File: config.mk
export PLATFORM = sky130hd
export DESIGN_NAME = multi_pattern_blinker
export DESIGN_NICKNAME = d
export VERILOG_FILES = /design/src/rtl/multi_pattern_blinker.sv
export SDC_FILE = /design/constraint.sdc
export NUM_CORES = 1
export LEC_CHECK = 0
export ABC_AREA = 1
export BUFFER_PORTS_ARGS = -buffer_cell sky130_fd_sc_hd__buf_2
export CAP_MARGIN = 40
export CORE_MARGIN = 2
export CORE_UTILIZATION = 46
export CTS_BUF_LIST = sky130_fd_sc_hd__clkbuf_16
export CTS_CLUSTER_DIAMETER = 100
export DETAILED_ROUTE_END_ITERATION = 10
export HOLD_SLACK_MARGIN = 0.05
export PLACE_DENSITY = 0.62
export SYNTH_ARGS = -nofsm -noshare
export SYNTH_HDL_FRONTEND = slang
export SYNTH_SLANG_ARGS = --single-unit
File: constraint.sdc
create_clock -name CLK -period 3.7 [get_ports CLK]
set_input_delay 0.555 -clock CLK [delete_from_list [all_inputs] [get_ports CLK]]
set_output_delay 0.555 -clock CLK [all_outputs]
set_load 0.005 [all_outputs]
File: src/rtl/multi_pattern_blinker.sv
`default_nettype none
// ============================================================================
// Module      : multi_pattern_blinker
// Description : Multi-channel LED pattern player on a shared, phase-aligned
//               step timebase. Double-buffered loads commit at frame
//               boundaries. Optional macro BLINKER_FRAME_COUNT_EN adds a
//               16-bit frame_count output.
// Revision    : 1.0 - initial release
// ============================================================================
module multi_pattern_blinker #(
    parameter int CHANNELS       = 4,
    parameter int MESSAGE_WIDTH  = 32,
    parameter int INDEX_WIDTH    = 5,
    parameter int PRESCALE_WIDTH = 21,
    parameter int SEL_WIDTH      = 2
) (
    input  logic                     CLK,
    input  logic                     RST_N,
    input  logic                     enable,
    input  logic                     load_valid,
    output logic                     load_ready,
    input  logic [SEL_WIDTH-1:0]     load_channel,
    input  logic [MESSAGE_WIDTH-1:0] load_pattern,
    input  logic                     load_loop,
    output logic [CHANNELS-1:0]      LED,
    output logic [CHANNELS-1:0]      busy,
    output logic [INDEX_WIDTH-1:0]   step_index,
`ifdef BLINKER_FRAME_COUNT_EN
    output logic [15:0]              frame_count,
`endif
    output logic                     step_strobe
);

    localparam logic [INDEX_WIDTH-1:0] c_last_step = INDEX_WIDTH'(MESSAGE_WIDTH - 1);

    logic [PRESCALE_WIDTH-1:0] r_prescale;
    logic [INDEX_WIDTH-1:0]    r_step;
    logic                      r_strobe;
    logic                      w_wrap;
    logic                      w_frame;
    logic [INDEX_WIDTH-1:0]    w_next_step;

    logic [CHANNELS-1:0]       w_sel;
    logic [CHANNELS-1:0]       w_pending;
    logic [CHANNELS-1:0]       w_running;
    logic [CHANNELS-1:0]       w_led;

    assign w_wrap      = enable & (&r_prescale);
    assign w_frame     = w_wrap & (r_step == c_last_step);
    assign w_next_step = w_wrap ? r_step + INDEX_WIDTH'(1) : r_step;

    always_ff @(posedge CLK or negedge RST_N) begin
        if (!RST_N) begin
            r_prescale <= '0;
            r_step     <= '0;
            r_strobe   <= 1'b0;
        end else begin
            if (enable) begin
                r_prescale <= r_prescale + PRESCALE_WIDTH'(1);
            end
            r_step   <= w_next_step;
            r_strobe <= w_wrap;
        end
    end

    // An out-of-range channel selects nothing, so load_ready falls to 0.
    assign load_ready  = |(w_sel & ~w_pending);
    assign busy        = w_running | w_pending;
    assign LED         = w_led;
    assign step_index  = r_step;
    assign step_strobe = r_strobe;

    generate
        for (genvar c = 0; c < CHANNELS; c++) begin : g_chan
            logic [MESSAGE_WIDTH-1:0] r_shadow;
            logic [MESSAGE_WIDTH-1:0] r_active;
            logic                     r_shadow_loop;
            logic                     r_active_loop;
            logic                     r_pend;
            logic                     r_run;
            logic                     r_led;
            logic                     w_accept;
            logic                     w_commit;
            logic                     w_run_next;
            logic [MESSAGE_WIDTH-1:0] w_pattern_next;

            assign w_sel[c]       = (load_channel == SEL_WIDTH'(c));
            // Accept requires pend=0 and commit requires pend=1, so they never collide.
            assign w_accept       = load_valid & load_ready & w_sel[c];
            assign w_commit       = w_frame & r_pend;
            assign w_run_next     = w_commit | (r_run & ~(w_frame & ~r_active_loop));
            assign w_pattern_next = w_commit ? r_shadow : r_active;

            always_ff @(posedge CLK or negedge RST_N) begin
                if (!RST_N) begin
                    r_shadow      <= '0;
                    r_active      <= '0;
                    r_shadow_loop <= 1'b0;
                    r_active_loop <= 1'b0;
                    r_pend        <= 1'b0;
                    r_run         <= 1'b0;
                    r_led         <= 1'b0;
                end else begin
                    if (w_accept) begin
                        r_shadow      <= load_pattern;
                        r_shadow_loop <= load_loop;
                    end
                    if (w_commit) begin
                        r_active      <= r_shadow;
                        r_active_loop <= r_shadow_loop;
                    end
                    r_pend <= w_accept | (r_pend & ~w_frame);
                    r_run  <= w_run_next;
                    r_led  <= w_pattern_next[w_next_step] & w_run_next;
                end
            end

            assign w_pending[c] = r_pend;
            assign w_running[c] = r_run;
            assign w_led[c]     = r_led;
        end
    endgenerate

`ifdef BLINKER_FRAME_COUNT_EN
    logic [15:0] r_frame_count;

    always_ff @(posedge CLK or negedge RST_N) begin
        if (!RST_N) begin
            r_frame_count <= '0;
        end else if (w_frame) begin
            r_frame_count <= r_frame_count + 16'd1;
        end
    end

    assign frame_count = r_frame_count;
`endif

endmodule
`default_nettype wire

==> impl_metrics.yaml, run 1 <==
layout:
  nets: 1807
  postLayoutCoreUtil: 0.530
  drive_gt1_frac: 0.0988
  n_antenna_cell: 0
  nFillCells: 2895
  area_delta_synth_final_pct: 13.4
cts:
  cts_hold_buffers: 0
  cts_made_buffers: 35
  cts_resized: 0
  cts_tree: "yes"
  clk_pin_slew_ns: 0.06
  cts-root-buf: "clkbuf_16"
  clkSinkCount: 303
  clk_latency_ns: 0.51
  clockBufferDepth: 3
  cts_max_level: 2
  postCtsSetupBuffers: 0
critical_path:
  worst_setup_path_end_kind: "flip-flop"
  crit_fanout: 47
  cp.arrival_ns: 3.40
  cp-start-kind: "flip-flop"
  worstPathRequired_ns: 4.09
  crit_type: "reg2reg"
timing:
  rsz0062_at_grt: "no"
  fin_tns_setup_ns: 0
  fin_crit_sh: 0.812
  drv_slew: 0
  worstMarginPinSlew_ns: 0.844
  hold_viol_final: 0
  hold-worst-slack_ns: 0.102
  fmax_ghz: 0.333
  period_minus_slack_ns: 3.00
  maxSlewHeadroom: 0.437
  finalSetupViolCount: 0
  finClkSkew_ns: 0.0143
floorplan:
  die-area_sq_mm: 0.0326
  io-pin-count: 54
  die_w_um: 181
  core_area_sq_mm: 0.0307
  initial_core_util: 0.468
  die_height_um: 181
  core.rowCount: 64
global_route:
  grt_pass1_wl_um: 60500
  grt_usage: 0.235
  antenna_found_initial: 1
  overflow: 0
  grt_pass1_vias: 10927
  grt_max_degree: 103
yosys:
  synth_area_per_cell_sq_um: 8.30
  syn_area_sq_mm: 0.0143
  ys.flop_type: "dfrtp_1"
  yosysTopAreaCell: "dfrtp_1"
  synthTopCellsByArea: "dfrtp_1 (53%), nand2_1 (11%), nand3_1 (8.1%), inv_1 (7.7%), o21a_1 (6.1%)"
  ys_seq_elements: 303
  ys_seq_area_frac: 0.529
  async_flop_share: 1.00
  synth.distinct_cells: 33
  synth_top_area_frac: 0.529
  synth_nets: 1769
  synth_edf_count: 0
  syn_inst: 1727
  synth_warnings: 0
route:
  routed_wl_um: 37500
  vias: 11275
  via_per_inst: 5.16
  first_pass_iters: 5
  drc: 0
  wl_per_cell_um: 17.1
  drt_iter0_markers: 1027
  drtAntennaViolNets: 0
worst_hold_path:
  hold_class: "in2async"
power_and_ir_drop:
  peakVddDrop_uv: 324
  p_leak_nw: 8.26
  power_density_mw_per_mm2: 508
placed_design:
  hpwl_um: 24300
  io_buffers: 53
  globalplace.congestion: 0.829
status:
  outcome: "complete, no violations"
flow_run:
  maxCapViolations: 0
## registers in the layout, summed over array words and instances, names as in the netlist, 4 cells and up
register and count:
g_chan.r_led 4, g_chan.r_pend 4, g_chan.r_active 128, g_chan.r_run 4
r_prescale 21, g_chan.r_shadow 128, g_chan.r_active_loop 4, g_chan.r_shadow_loop 4
step_index 5
## stage by stage
step	std cells	power [mW]	cell area [sq um]	worst slack, ns
global route	2187	8.65	16300	0.452
finish	2187	8.26	16300	0.697
detailed placement	2124	4.82	15100	0.677
CTS	2187	8.33	16300	0.725
global placement	2124	4.79	15100	0.711
floorplan	1727	4.50	14300	1.35
## critical path, cell delays in order (launching register included)
cell	delay, ns
dfrtp_1	0.43
ha_1	0.25
and3_1	0.19
ha_1	0.23
nand4_4	0.13
buf_4	0.49
nand2_1	0.23
nand3_1	0.18
nand3_1	0.14
nand3_1	0.11
nand3_1	0.15
a21oi_1	0.26
nor2_1	0.08
## metal layers
metal / vias up / part of all wire / track usage
met5: - / 0 / 0
met4: 0 / 0.029 / 0.0774
met3: 73 / 0.060 / 0.0437
met2: 307 / 0.43 / 0.354
met1: 5391 / 0.48 / 0.342
li1: 5504 / - / -
## layout make-up
| type | count | area, sq um | share of cell area |
|---|---|---|---|
| flip-flops and latches | 303 | 7580 | 0.466 |
| multi-input cells | 1029 | 5220 | 0.321 |
| inverters | 303 | 1140 | 0.0699 |
| clock buffers | 37 | 926 | 0.0569 |
| repair buffers | 93 | 676 | 0.0415 |
| well taps | 396 | 495 | 0.0305 |
| clock inverters | 26 | 231 | 0.0142 |
## kinds of logic after synthesis
group           count (synthesis)  share of synthesized area
flops                         303                      0.529
simple gates                  720                      0.219
compound gates                285                      0.124
buf+inv                       395                      0.111
fa+ha+maj                       3                    0.00262
xor+xnor                       21                     0.0139
## report_power, final
part           leakage, nW  total [mW]  internal, mW  switching (mW)
combinational         4.32       0.667         0.257           0.410
clock                0.591        3.49          2.14            1.34
sequential            3.35        4.10          3.74           0.365
## worst paths after layout
check                      slack, ns  cells past startpoint                    start                      end
min reg2reg                     0.47                      2  g_chan[1].r_shadow_loop  g_chan[1].r_active_loop
min in group CLK                0.33                      2                   enable            r_prescale[0]
max                             0.70                     12            step_index[0]          g_chan[0].r_led
max reg2reg                     0.70                     12            step_index[0]          g_chan[0].r_led
min                             0.10                      1                    RST_N    g_chan[3].r_shadow[6]
max in group asynchronous       2.68                      2                    RST_N  g_chan[1].r_active_loop
## synth_stat cells, types with 9 or more instances
library cell and instances:
clkbuf_1 47, o21ai_0 140, xor2_1 12, nor2_1 30, dfrtp_1 303, o211ai_1 20, inv_1 293, inv_2 9
buf_2 23, buf_4 16, nand2_1 415, nand3_1 231, o21a_1 116
## cell usage in the layout (no fill, tap or decap), drive strengths merged
master     n
nand2    419
inv      309
dfrtp    303
nand3    231
o21ai    140
o21a     116
buf       93
clkbuf    37
nor2      35
o211ai    20
clkinv    15
xor2      14
nand4     12
and2       8
or2        8
a21oi      8
xnor2      7
nor3       5
bufinv     5
ha         3
and3       1
o2111ai    1
nor4       1
Power figures use the tool's default switching activity.
==> run 2: changes to the inputs <==
Clock period 3.7 ns to 3.1 ns, I/O delays scaled along.
==> run 2 against run 1 <==
Effect of this change: critical endpoint unchanged; highest routed layer unchanged; register-to-register slack worse by 0.50 ns; total power up 19%; clock power up 19%.
==> impl_metrics.yaml, run 2 (synthesis results as in run 1) <==
status:
  outcome: "complete, no violations"
power_and_ir_drop:
  peakVddDrop_uv: 385
  p_leak_nw: 8.34
  power_density_mw_per_mm2: 601
cts:
  clockBufferDepth: 3
  clkSinkCount: 303
  clk_latency_ns: 0.52
  cts_tree: "yes"
  cts_made_buffers: 36
  cts-root-buf: "clkbuf_16"
  clk_pin_slew_ns: 0.05
  cts_max_level: 2
floorplan:
  die_w_um: 181
  core_area_sq_mm: 0.0307
  die_height_um: 181
  initial_core_util: 0.468
  core.rowCount: 64
  die-area_sq_mm: 0.0326
  io-pin-count: 54
layout:
  regArea_sq_mm: 0.00758
  final_common_cell: "nand2_1"
  layout_common_cells: "nand2_1 (414), inv_1 (309), dfrtp_1 (303)"
  multi_input_area_sq_mm: 0.00522
  stdcell_area_sq_mm: 0.0164
  area_delta_synth_final_pct: 14.1
  n_antenna_cell: 0
  reg_top3: "g_chan.r_active: 128 flops, g_chan.r_shadow: 128 flops, r_prescale: 21 flops"
  nFillCells: 2910
  drive_gt1_frac: 0.103
  nets: 1816
critical_path:
  worstPathRequired_ns: 3.49
  cp.arrival_ns: 3.29
  rr_endpoint: "g_chan[0].r_led"
  cp_top_family: "simple AND/OR/NAND/NOR gates"
  crit_chain: "ha_1 > and3_1 > ha_1 > nand4_4 > buf_4 > nand2_1 > nand3_1 > nand3_1 > nand3_1 > nand3_1 > a21oi_1 > nor2_1"
  cpPeakStageDelay_ns: 0.42
  worst_setup_path_end_kind: "flip-flop"
  rr_worst_depth: 12
  crit_fanout: 27
  cp_num_buf_inv: 1
  cp_slowest_cell: "dfrtp_1"
  cp-start-kind: "flip-flop"
  r2r_slack_ns: 0.20
  reg2reg_from: "step_index[0]"
  critPathMostFrequentCell: "nand3_1"
  crit_type: "reg2reg"
timing:
  fin_tns_setup_ns: 0
  fmax_ghz: 0.345
  finalSetupViolCount: 0
  worstMarginPinSlew_ns: 0.720
  hold_viol_final: 0
  fin_crit_sh: 0.936
  rsz0062_at_grt: "no"
  maxSlewHeadroom: 0.520
  finClkSkew_ns: 0.0153
  period_minus_slack_ns: 2.90
  drv_slew: 0
global_route:
  overflow: 0
  antenna_found_initial: 0
  grt_max_degree: 74
  grt_pass1_wl_um: 61400
  grt_pass1_vias: 10985
  grt_usage: 0.238
route:
  first_pass_iters: 6
  drc: 0
  drt_iter0_markers: 873
  wl_per_cell_um: 17.3
  routed_wl_um: 37900
  drtAntennaViolNets: 0
  vias: 11381
  via_per_inst: 5.18
worst_hold_path:
  min_delay_worst_endpoint: "r_prescale[0]"
  hold_depth: 2
  worstHoldStart: "enable"
  hold_class: "in2reg"
placed_design:
  io_buffers: 53
  globalplace.congestion: 0.844
  placed_area_sq_mm: 0.0152
  hpwl_um: 24700
flow_run:
  maxCapViolations: 0
## run 2: through the flow
step           instances  hold WS (ns)  worst slack, ns  total power, mW  utilization
3_3_place_gp        2129         0.452           0.0428             5.71        0.495
2_1_floorplan       1727         0.169            0.753             5.37            -
4_1_cts             2195         0.213           0.0188             9.91        0.533
3_5_place_dp        2129         0.458           0.0130             5.76        0.495
5_1_grt             2197         0.226           0.0329             10.3        0.534
6_report            2197         0.225            0.199             9.83        0.534
## run 2: how the worst max path moves through the flow
stage,start,endpoint,slack [ns],cells after the start
after floorplan,step_index[0],g_chan[2].r_led,0.75,13
after global placement,enable,g_chan[0].r_led,0.04,15
after detailed placement,enable,g_chan[0].r_led,0.01,15
after CTS,r_prescale[0],g_chan[0].r_led,0.02,15
after global routing,r_prescale[0],g_chan[0].r_led,0.03,14
final,step_index[0],g_chan[0].r_led,0.20,12
## run 2: where the power goes
part,internal (mW),switching (mW)
clock,2.50,1.65
combinational,0.312,0.484
sequential,4.46,0.430
total,7.27,2.56
## run 2: per-layer routing
metal  track usage  up-vias  part of all wire
met5             0        -                 0
met4        0.0632        0             0.023
met3        0.0410       57             0.062
met2         0.364      319              0.44
met1         0.351     5461              0.48
li1              -     5544                 -
## run 2: layout make-up
type | count | area share
clock buffer | 37 | 0.0566
clock inverter | 28 | 0.0141
inverter | 303 | 0.0700
multi-input combinational | 1029 | 0.319
sequential | 303 | 0.463
tap | 396 | 0.0303
timing repair buffer | 101 | 0.0469
## run 2: timing repair
action                                  4_1_cts  5_1_grt
buffers inserted                              0        2
endpoints found under the hold margin        69        0
gates resized for setup                       0        5
endpoints found under the setup margin        0        2
hold buffers                                  1        0
==> run 3: changes to the inputs <==
Settings changed: CTS_CLUSTER_DIAMETER 100 to not set, PLACE_DENSITY 0.62 to not set.
==> run 3 against run 2 <==
Effect of this change: final cell count decreased by 0.18%; via count shrank 0.33%; clock power fell by 5%; global-route usage rose by 0.13 points; critical path depth rose by 2; non-clock buffer count down 1; worst setup slack better by 0.076 ns; combinational power hardly changed; hold slack gained 0.0071 ns; critical endpoint is now g_chan[1].r_led; largest power group unchanged; highest routed layer is now met5.
==> impl_metrics.yaml, run 3 (synthesis results as in run 1) <==
route:
  met2_length_um: 17000
  via_per_inst: 5.17
  wl_per_cell_um: 17.3
  first_pass_iters: 7
  highest_layer: "met5"
  drc: 0
  routed_wl_um: 37900
  drt_iter0_markers: 901
  vias: 11344
  met1Wirelength_um: 18200
  drtAntennaViolNets: 0
  routed-wl-met3_um: 1790
critical_path:
  crit_fanout: 17
  worst_setup_path_end_kind: "flip-flop"
  r2r_slack_ns: 0.27
  cp-start-kind: "flip-flop"
  rr_worst_depth: 14
  endpoint: "g_chan[1].r_led"
  critPathMostFrequentCell: "nand3_1"
  crit_type: "reg2reg"
  rr_endpoint: "g_chan[1].r_led"
  cp.depth: 14
  cpPeakStageDelay_ns: 0.41
  cp_num_buf_inv: 3
  crit_start: "step_index[0]"
  cp.arrival_ns: 3.22
  worstPathRequired_ns: 3.50
  reg2reg_from: "step_index[0]"
  cp_top_family: "simple AND/OR/NAND/NOR gates"
  cp_slowest_cell: "dfrtp_1"
  crit_chain: "ha_1 > and3_1 > ha_1 > buf_4 > nand4_4 > inv_2 > buf_12 > nand2_1 > nand3_1 > nand3_1 > nand3_1 > nand3_1 > a21oi_1 > nor2_1"
floorplan:
  die-area_sq_mm: 0.0326
  core_area_sq_mm: 0.0307
  core.rowCount: 64
  die_w_um: 181
  initial_core_util: 0.468
  die_height_um: 181
  io-pin-count: 54
power_and_ir_drop:
  pwr-share-seq: 0.508
  p_leak_nw: 8.29
  clkPwrFrac: 0.410
  peakVddDrop_uv: 421
  power_density_mw_per_mm2: 591
  internal_power_mw: 7.10
  power_frac_comb: 0.082
  sw_frac_of_total: 0.264
  switching_power_mw: 2.55
timing:
  maxSlewHeadroom: 0.499
  period_minus_slack_ns: 2.83
  finClkSkew_ns: 0.0120
  finalSetupViolCount: 0
  worstMarginPinSlew_ns: 0.752
  rsz0062_at_grt: "no"
  drv_slew: 0
  fin_tns_setup_ns: 0
  fin_crit_sh: 0.911
  hold_viol_final: 0
  fmax_ghz: 0.354
layout:
  final_common_cell: "nand2_1"
  layout_common_cells: "nand2_1 (414), dfrtp_1 (303), inv_1 (296)"
  instances_no_fill: 2193
  nFillCells: 2909
  area_delta_synth_final_pct: 13.8
  drive_gt1_frac: 0.107
  n_antenna_cell: 0
  postLayoutCoreUtil: 0.532
  nets: 1814
  reg_top3: "g_chan.r_active: 128 flops, g_chan.r_shadow: 128 flops, r_prescale: 21 flops"
cts:
  clkSinkCount: 303
  clk_latency_ns: 0.51
  cts_hold_buffers: 1
  postCtsSetupBuffers: 0
  cts_tree: "yes"
  cts_resized: 0
  cts_max_level: 2
  cts-root-buf: "clkbuf_16"
  clk_pin_slew_ns: 0.06
  clockBufferDepth: 3
  cts_made_buffers: 35
placed_design:
  io_buffers: 53
  hpwl_um: 25500
  dp.cells: 2130
  globalplace.congestion: 0.828
global_route:
  grt_usage: 0.239
  antenna_found_initial: 1
  grt_max_degree: 75
  grt_pass1_vias: 11143
  grt_pass1_wl_um: 61900
  overflow: 0
status:
  outcome: "complete, no violations"
flow_run:
  maxCapViolations: 0
worst_hold_path:
  worstHoldStart: "enable"
  hold_class: "in2reg"
==> run 3: cell count changes in the layout (fill, tap and decap cells not counted), moves of 2 or more <==
cell	delta
inv_1	-13
bufinv_16	-2
inv_8	-2
inv_6	-2
clkinv_2	+9
clkinv_1	+3
buf_4	-3
clkinvlp_4	+2
buf_12	+3
==> run 3: layout make-up <==
type | count | area, sq um | share of cell area
inverters | 303 | 1140 | 0.0697
repair buffers | 100 | 793 | 0.0486
clock buffers | 37 | 926 | 0.0567
multi-input cells | 1029 | 5220 | 0.320
clock inverters | 25 | 173 | 0.0106
flip-flops and latches | 303 | 7580 | 0.464
well taps | 396 | 495 | 0.0303
==> run 3: power by group through the flow <==
stage                     Combinational (mW)  Sequential, mW  Clock, mW
after floorplan                        0.547            4.82          0
after global placement                 0.776            4.95          0
after detailed placement               0.809            4.96          0
after CTS                              0.813            4.90       4.04
after global routing                   0.964            4.97       4.21
final                                  0.796            4.90       3.95
==> run 3: worst min-delay path by stage <==
stage,end,cells past startpoint
after detailed placement,g_chan[2].r_active_loop,2
after global placement,g_chan[0].r_active_loop,2
final,r_prescale[0],2
after global routing,r_prescale[0],2
after CTS,r_prescale[0],2
after floorplan,g_chan[0].r_active[0],0
==> run 3: per-layer routing <==
| layer | vias to the layer above | global-route usage |
|---|---|---|
| li1 | 5547 | - |
| met1 | 5483 | 0.347 |
| met3 | 62 | 0.0356 |
| met5 | - | 0 |
| met2 | 250 | 0.377 |
| met4 | 2 | 0.0645 |
==> run 3: metrics by stage <==
| step | worst slack (ns) | total power [mW] | instance area [sq um] | hold slack, ns |
|---|---|---|---|---|
| floorplan | 0.753 | 5.37 | 14300 | 0.169 |
| global route | 0.0965 | 10.1 | 16300 | 0.241 |
| finish | 0.275 | 9.65 | 16300 | 0.233 |
| global placement | 0.342 | 5.73 | 15200 | 0.452 |
| detailed placement | 0.298 | 5.77 | 15200 | 0.454 |
| CTS | 0.306 | 9.75 | 16300 | 0.218 |
